--- config.mk ---
export PLATFORM = sky130hd
export DESIGN_NAME = lab1_imul_var_lat_mul
export DESIGN_NICKNAME = d
export VERILOG_FILES = /design/src/rtl/lab1_imul_pkg.sv /design/src/rtl/lab1_imul_var_lat_dpath.sv /design/src/rtl/lab1_imul_var_lat_mul.sv
export SDC_FILE = /design/constraint.sdc
export NUM_CORES = 1
export LEC_CHECK = 0
export BUFFER_PORTS_ARGS = -buffer_cell sky130_fd_sc_hd__buf_2
export CAP_MARGIN = 20
export CORE_MARGIN = 2
export CORE_UTILIZATION = 25
export CTS_CLUSTER_SIZE = 12
export DETAILED_ROUTE_END_ITERATION = 8
export PLACE_DENSITY = 0.45
export SLEW_MARGIN = 10
export SYNTH_ARGS = -nofsm -noshare
export SYNTH_HDL_FRONTEND = slang
export SYNTH_SLANG_ARGS = --single-unit
--- constraint.sdc ---
create_clock -name clk -period 6.2 [get_ports clk]
set_input_delay 0.62 -clock clk [delete_from_list [all_inputs] [get_ports clk]]
set_output_delay 0.62 -clock clk [all_outputs]
set_load 0.01 [all_outputs]
--- src/rtl/lab1_imul_pkg.sv ---
// Shared types and constants for the imul variable-latency multiplier.
package lab1_imul_pkg;

  localparam int NBITS     = 32;
  localparam int SA_W      = 5;
  localparam int REQ_W     = 2*NBITS;
  localparam int RESP_W    = NBITS;
  localparam int REQ_A_MSB = 63;
  localparam int REQ_A_LSB = 32;
  localparam int REQ_B_MSB = 31;
  localparam int REQ_B_LSB = 0;

  typedef enum logic [1:0] {
    IDLE = 2'd0,
    CALC = 2'd1,
    DONE = 2'd2
  } state_t;

  // Trailing-zero priority encoder: index of lowest set bit in b[31:1], 0 if none.
  function automatic logic [SA_W-1:0] tz_enc(input logic [NBITS-1:0] b);
    logic [SA_W-1:0] sa;
    sa = '0;
    for (int i = NBITS-1; i >= 1; i--)
      if (b[i]) sa = i[SA_W-1:0];
    return sa;
  endfunction

endpackage

--- src/rtl/lab1_imul_var_lat_dpath.sv ---
// Datapath: operand/result registers, accumulate adder, barrel shifters and
// the zero-skip encoder. With LAB1_IMUL_FIXED_LAT_EN the encoder is bypassed
// and every iteration shifts by exactly one.
module lab1_imul_var_lat_dpath
  import lab1_imul_pkg::*;
(
  input  logic              clk,
  input  logic              reset,
  input  logic              load,
  input  logic              calc,
  input  logic [REQ_W-1:0]  req_msg,
  output logic              b_lsb,
  output logic [SA_W-1:0]   sa,
  output logic [NBITS-1:0]  result
);

  logic [NBITS-1:0] a_reg, b_reg, result_reg;

`ifdef LAB1_IMUL_FIXED_LAT_EN
  assign sa = SA_W'(1);
`else
  assign sa = tz_enc(b_reg);
`endif

  assign b_lsb  = b_reg[0];
  assign result = result_reg;

  // Latch operands on accept; each CALC cycle add then skip the zero run.
  always_ff @(posedge clk or posedge reset) begin
    if (reset) begin
      a_reg      <= '0;
      b_reg      <= '0;
      result_reg <= '0;
    end else if (load) begin
      a_reg      <= req_msg[REQ_A_MSB:REQ_A_LSB];
      b_reg      <= req_msg[REQ_B_MSB:REQ_B_LSB];
      result_reg <= '0;
    end else if (calc) begin
      if (b_reg[0]) result_reg <= result_reg + a_reg;
      a_reg <= a_reg << sa;
      b_reg <= b_reg >> sa;
    end
  end

endmodule

--- src/rtl/lab1_imul_var_lat_mul.sv ---
// Iterative 32x32 multiplier (low 32 bits) behind val/rdy handshakes.
// Control FSM lives here; datapath in lab1_imul_var_lat_dpath.
// Config macro: LAB1_IMUL_FIXED_LAT_EN forces 32 CALC cycles per product.
module lab1_imul_var_lat_mul
  import lab1_imul_pkg::*;
#(
  parameter int P_NBITS = 32
)(
  input  logic                 clk,
  input  logic                 reset,
  input  logic                 req_val,
  output logic                 req_rdy,
  input  logic [2*P_NBITS-1:0] req_msg,
  output logic                 resp_val,
  input  logic                 resp_rdy,
  output logic [P_NBITS-1:0]   resp_msg
);

  state_t          state;
  logic            load, calc, b_lsb;
  logic [SA_W-1:0] sa;

  assign req_rdy  = (state == IDLE) && !reset;
  assign resp_val = (state == DONE);
  assign load     = req_val && req_rdy;
  assign calc     = (state == CALC);

  lab1_imul_var_lat_dpath u_dpath (
    .clk     (clk),
    .reset   (reset),
    .load    (load),
    .calc    (calc),
    .req_msg (req_msg),
    .b_lsb   (b_lsb),
    .sa      (sa),
    .result  (resp_msg)
  );

`ifdef LAB1_IMUL_FIXED_LAT_EN
  logic [SA_W-1:0] iter;

  // Control: accept, run exactly 32 iterations, hold result until drained.
  always_ff @(posedge clk or posedge reset) begin
    if (reset) begin
      state <= IDLE;
      iter  <= '0;
    end else begin
      case (state)
        IDLE: if (load) begin state <= CALC; iter <= '0; end
        CALC: if (iter == SA_W'(NBITS-1)) state <= DONE;
              else iter <= iter + SA_W'(1);
        DONE: if (resp_rdy) state <= IDLE;
        default: state <= IDLE;
      endcase
    end
  end
`else
  // Control: accept, iterate until no set bits remain above b[0], hold until drained.
  always_ff @(posedge clk or posedge reset) begin
    if (reset) begin
      state <= IDLE;
    end else begin
      case (state)
        IDLE: if (load) state <= CALC;
        CALC: if (sa == '0) state <= DONE;
        DONE: if (resp_rdy) state <= IDLE;
        default: state <= IDLE;
      endcase
    end
  end
`endif

endmodule

==> results.md, run 1 <==
* Status: finished clean
* PostCTS Resize Cnt at 0
* Final Max Tran Viols at 0
* Chip Width at 199 um
* Core Rows at 71
* Core area at 37500 sq um
* Mean Syn Cell Area at 8.25 sq um
* Die area at 39500 sq um
* Post-CTS Setup Bufs at 0
* Initial core utilization at 25.3%
* Unrepaired setup endpoints after global routing: no
* Top post-synthesis cells by area: dfrtp_1, mux2i_1, mux2_2
* Post-layout util at 28.5%
* # fillers at 4101
* Drt total wl at 39100 um
* Residual DRC at 0
* Count leader, synth: mux2i_1
* Chip height at 199 um
* Top Ports at 102
* Commonest cells in the netlist: mux2i_1, dfrtp_1, a21oi_1
* Setup CP Type: register to register
* Routability cong. at 0.934
* Vias/cell at 5.58
* Setup_tns at 0 ps
* Synth top area share at 25.9%
* Clk_skew at 17.6 ps
* Synth unique cells at 76
* Post-synthesis cell area at 9470 sq um
* Ys flop type: dfrtp_1
* Synth Warn # at 0
* Cts bufs inserted at 9
* Final Setup Violations at 0
* R2R cell count at 10
* HPWL reported at the end of detailed placement at 28600 um
* Register bit total from synthesis at 98
* Worst-path maximum fanout at 54
* Layout Cell Area excl Fill at 10700 sq um
* Synth Net Count at 1248
* Worst path required time at 6430 ps
* Drt pass-1 iters at 5
* Drt wl/cell at 22.9 um
* Via count at 9520
* Max-cap violation count at 0
* Grt ovf at 0
* Clk pin slew, worst setup/hold paths at 80 ps
* Largest net degree at the start of global routing at 72
* Worst min path class: input pin to asynchronous set/reset pin
* Fmax at 253 MHz
* Antenna violations before repair at 1
* IO Port Bufs at 101
* Hold WS at 230 ps
* Layout cells sized above 1 at 17.5%
* Worst Setup Start Kind: register
* Register area share after synthesis at 25.9%
* Dpl cell area at 10300 sq um
* Period utilisation layout at 63.8%
* Clock sink count at 98
* First-pass GRT wire length at 58900 um
* Async set-reset flop share out of synthesis at 100%
* GRT Util Overall at 19.8%
* Fin crit period at 3960 ps
* Worst path arrival time at 4190 ps
* Final hold vios at 0
* CTS tree: yes
* Initial detailed-routing violation count at 956
* Root Buffer: clkbuf_16
* Largest area contributor in the netlist: dfrtp_1
* Max-slew headroom at 38.9%
* Synthesis-to-layout area growth at 12.8%
* Post-synth EDFFs at 0
* Vias in the first global route at 9142
* Clock Latency Late Sink at 380 ps
* ANT nets after route at 0
* Nets at 1290
* Critical path capture point type: register
* H-tree Lvls at 3
* Syn Inst Count at 1148
* Hold buffer count at cts at 0
* Inserted Diodes at 0
* Least-Margin Pin Slew at 894 ps
* Max Root-Sink Buffers at 2
-- routing by layer --
metal	track usage, %	part of all wire [%]	up-vias
li1	-	-	4441
met1	28.5	47	4576
met2	29.0	43	429
met3	3.88	7.0	72
met4	7.44	3.2	2
met5	0	0.033	-
-- cells in the final DEF (no fill, tap or decap), drive strengths merged, types with 10 or more instances in the layout --
cell type,n
clkbuf,12
nor3,34
o21a,10
and3,18
nand3,48
o31ai,12
dfrtp,98
nor2,73
xnor2,11
o211ai,11
a221oi,10
a21o,16
nor4,14
a31oi,11
o22ai,21
mux2i,117
ha,31
buf,120
nand2,86
a21oi,95
inv,23
or3,24
a22oi,14
xor2,14
mux2,47
o21ai,101
a211oi,11
-- critical path: stages (launching register included) --
cell	delay, ps
dfrtp_1	480
nor3b_1	180
nor3_1	270
a21oi_1	190
o31a_1	380
nand2_2	190
buf_4	690
mux2i_1	540
mux2i_1	180
o21ai_0	570
a21oi_1	140
-- area by class of cell --
class | instances | area (sq um) | share of cell area [%]
sequential | 98 | 2450 | 23.0
tap | 511 | 639 | 5.98
inverter | 22 | 85.1 | 0.796
clock buffer | 12 | 267 | 2.49
multi-input combinational | 939 | 6530 | 61.1
clock inverter | 4 | 56.3 | 0.527
timing repair buffer | 120 | 661 | 6.18
-- through the flow --
step,instances,setup WS [ps]
6_report,1706,2240
5_1_grt,1706,1990
4_1_cts,1705,2370
3_5_place_dp,1689,2370
3_3_place_gp,1689,2340
2_1_floorplan,1148,3020
-- worst paths after layout --
check,startpoint,slack (ps),to
max,u_dpath.b_reg[9],2240,u_dpath.a_reg[30]
min,reset,230,u_dpath.a_reg[31]
max reg2reg,u_dpath.b_reg[9],2240,u_dpath.a_reg[30]
min reg2reg,u_dpath.result[31],490,u_dpath.result[31]
max in group asynchronous,reset,4860,u_dpath.b_reg[31]
min in group clk,req_msg[0],450,u_dpath.b_reg[0]
-- cell families (layout without fill, tap and decap cells) --
family | after synthesis | in the layout | synth area share [%]
compound gates | 385 | 385 | 26.5
flops | 98 | 98 | 25.9
buf+inv | 111 | 158 | 5.46
simple gates | 330 | 330 | 16.8
fa+ha+maj | 32 | 32 | 4.31
mux | 167 | 167 | 18.7
xor+xnor | 25 | 25 | 2.31
Power of run 1 is not shown: default switching activity piles up to over one toggle a cycle in this logic, so the estimate is an artifact.
==> run 2: changes to the inputs <==
clock period = 3.7 ns   (was 6.2 ns; I/O delays follow)
==> run 2 against run 1 <==
Against the previous run:
- first-iteration DRC count is 10% higher
- highest routed layer unchanged
- final area is 4.1% higher
- die area stayed put
- maximum frequency is 13% higher
- critical endpoint is now u_dpath.b_reg[9]
- count of clock-buffer cells in the layout is 2 lower
- global-route usage is 0.93 points higher
- worst hold slack worse by 220 ps
==> results.md, run 2 (same netlist as run 1, synthesis figures left out) <==
* Initial core utilization at 25.3%
* Worst min path class: input pin to asynchronous set/reset pin
* Cts bufs inserted at 9
* Fmax at 285 MHz
* Worst-path maximum fanout at 7
* CTS tree: yes
* Core area at 37500 sq um
* Top Ports at 102
* Grt ovf at 0
* Register Area at 2450 sq um
* Setup_tns at 0 ps
* Clk_skew at 16.9 ps
* GRT Util Overall at 20.7%
* Final hold vios at 0
* Drt total wl at 41000 um
* Via count at 9891
* # fillers at 4082
* Layout cells sized above 1 at 21.2%
* H-tree Lvls at 3
* Chip Width at 199 um
* Vias/cell at 5.60
* Unrepaired setup endpoints after global routing: no
* Drt wl/cell at 23.2 um
* Clock sink count at 98
* ANT nets after route at 0
* Status: finished clean
* Max-cap violation count at 0
* IO Port Bufs at 101
* Chip height at 199 um
* Worst Setup Start Kind: register
* PostCTS Resize Cnt at 0
* Least-Margin Pin Slew at 887 ps
* Reg2reg setup slack at 190 ps
* Worst path arrival time at 3750 ps
* Post-CTS Setup Bufs at 0
* Largest net degree at the start of global routing at 63
* HPWL reported at the end of detailed placement at 30900 um
* Drt pass-1 iters at 6
* Hold buffer count at cts at 0
* Worst R2R Start: u_dpath.b_reg[15]
* Worst R2R End: u_dpath.b_reg[9]
* Initial detailed-routing violation count at 1055
* Setup CP Type: register to register
* Max-slew headroom at 40.6%
* Clk pin slew, worst setup/hold paths at 80 ps
* Crit-path slowest cell: mux4_2
* Cell chain of the critical path: buf_4, nor3_1, nand3_1, a211oi_2, o21a_1, nor2_2, mux4_2, mux2_2, a221oi_1, a21oi_1
* Routability cong. at 0.938
* Die area at 39500 sq um
* Commonest cells after routing, fill and taps aside: mux2i_1, buf_2, dfrtp_1
* Period utilisation layout at 94.9%
* First-pass GRT wire length at 61700 um
* Synthesis-to-layout area growth at 17.5%
* Max incr delay on CP at 530 ps
* Root Buffer: clkbuf_16
* Antenna violations before repair at 4
* R2R cell count at 10
* Fin crit period at 3510 ps
* Final Max Tran Viols at 0
* Final Setup Violations at 0
* Commonest non-fill, non-tap cell in the layout: mux2i_1
* Nets at 1348
* Multi-input gate area at 6530 sq um
* Residual DRC at 0
* Max Root-Sink Buffers at 2
* Core Rows at 71
* Clock Latency Late Sink at 380 ps
* Vias in the first global route at 9569
* Worst path required time at 3940 ps
* Critical path capture point type: register
## run 2: final cells by class
cell class                      count  area share, %
Timing Repair Buffer              178           10.4
Sequential cell                    98           22.0
Inverter                           22          0.765
Clock buffer                       10           2.06
Antenna cell                        1         0.0225
Multi-Input combinational cell    939           58.6
Clock inverter                      6          0.360
Tap cell                          511           5.75
## run 2: critical path, delay by kind of cell (launching register included)
family	cells	cell delay, ps
DFF	1	450
and+or+nand+nor	3	610
muxes	2	830
AOI/OAI and AO/OA	4	1330
buffers and inverters	1	180
## run 2: worst max-delay path by stage
stage                 startpoint           endpoint  slack [ps]  cells past startpoint
2_1_floorplan              reset           state[0]         770                      1
3_3_place_gp   u_dpath.b_reg[29]  u_dpath.a_reg[24]         170                     10
3_5_place_dp   u_dpath.b_reg[29]  u_dpath.a_reg[24]         250                     10
4_1_cts        u_dpath.b_reg[29]  u_dpath.a_reg[24]         220                     10
5_1_grt        u_dpath.b_reg[31]  u_dpath.a_reg[24]          30                      9
6_report       u_dpath.b_reg[15]   u_dpath.b_reg[9]         190                     10
## run 2: layer usage
metal  vias up  global-route usage, %  wire, um
met5         -                      0        34
met1      4829                   30.4     19500
li1       4555                      -         -
met2       438                   30.7     17500
met3        63                   3.58      2990
met4         6                   6.36      1000
## run 2: per-stage QoR
step	utilization, %	worst slack [ps]	instances	hold slack (ps)	cell area (sq um)
3_3_place_gp	28.9	166	1747	475	10800
5_1_grt	29.7	30.1	1764	36.7	11100
6_report	29.7	189	1765	6.56	11100
4_1_cts	29.7	224	1764	16.1	11100
3_5_place_dp	29.0	252	1748	422	10900
2_1_floorplan	-	768	1148	475	9470
Power of run 2 is left out for the same reason.
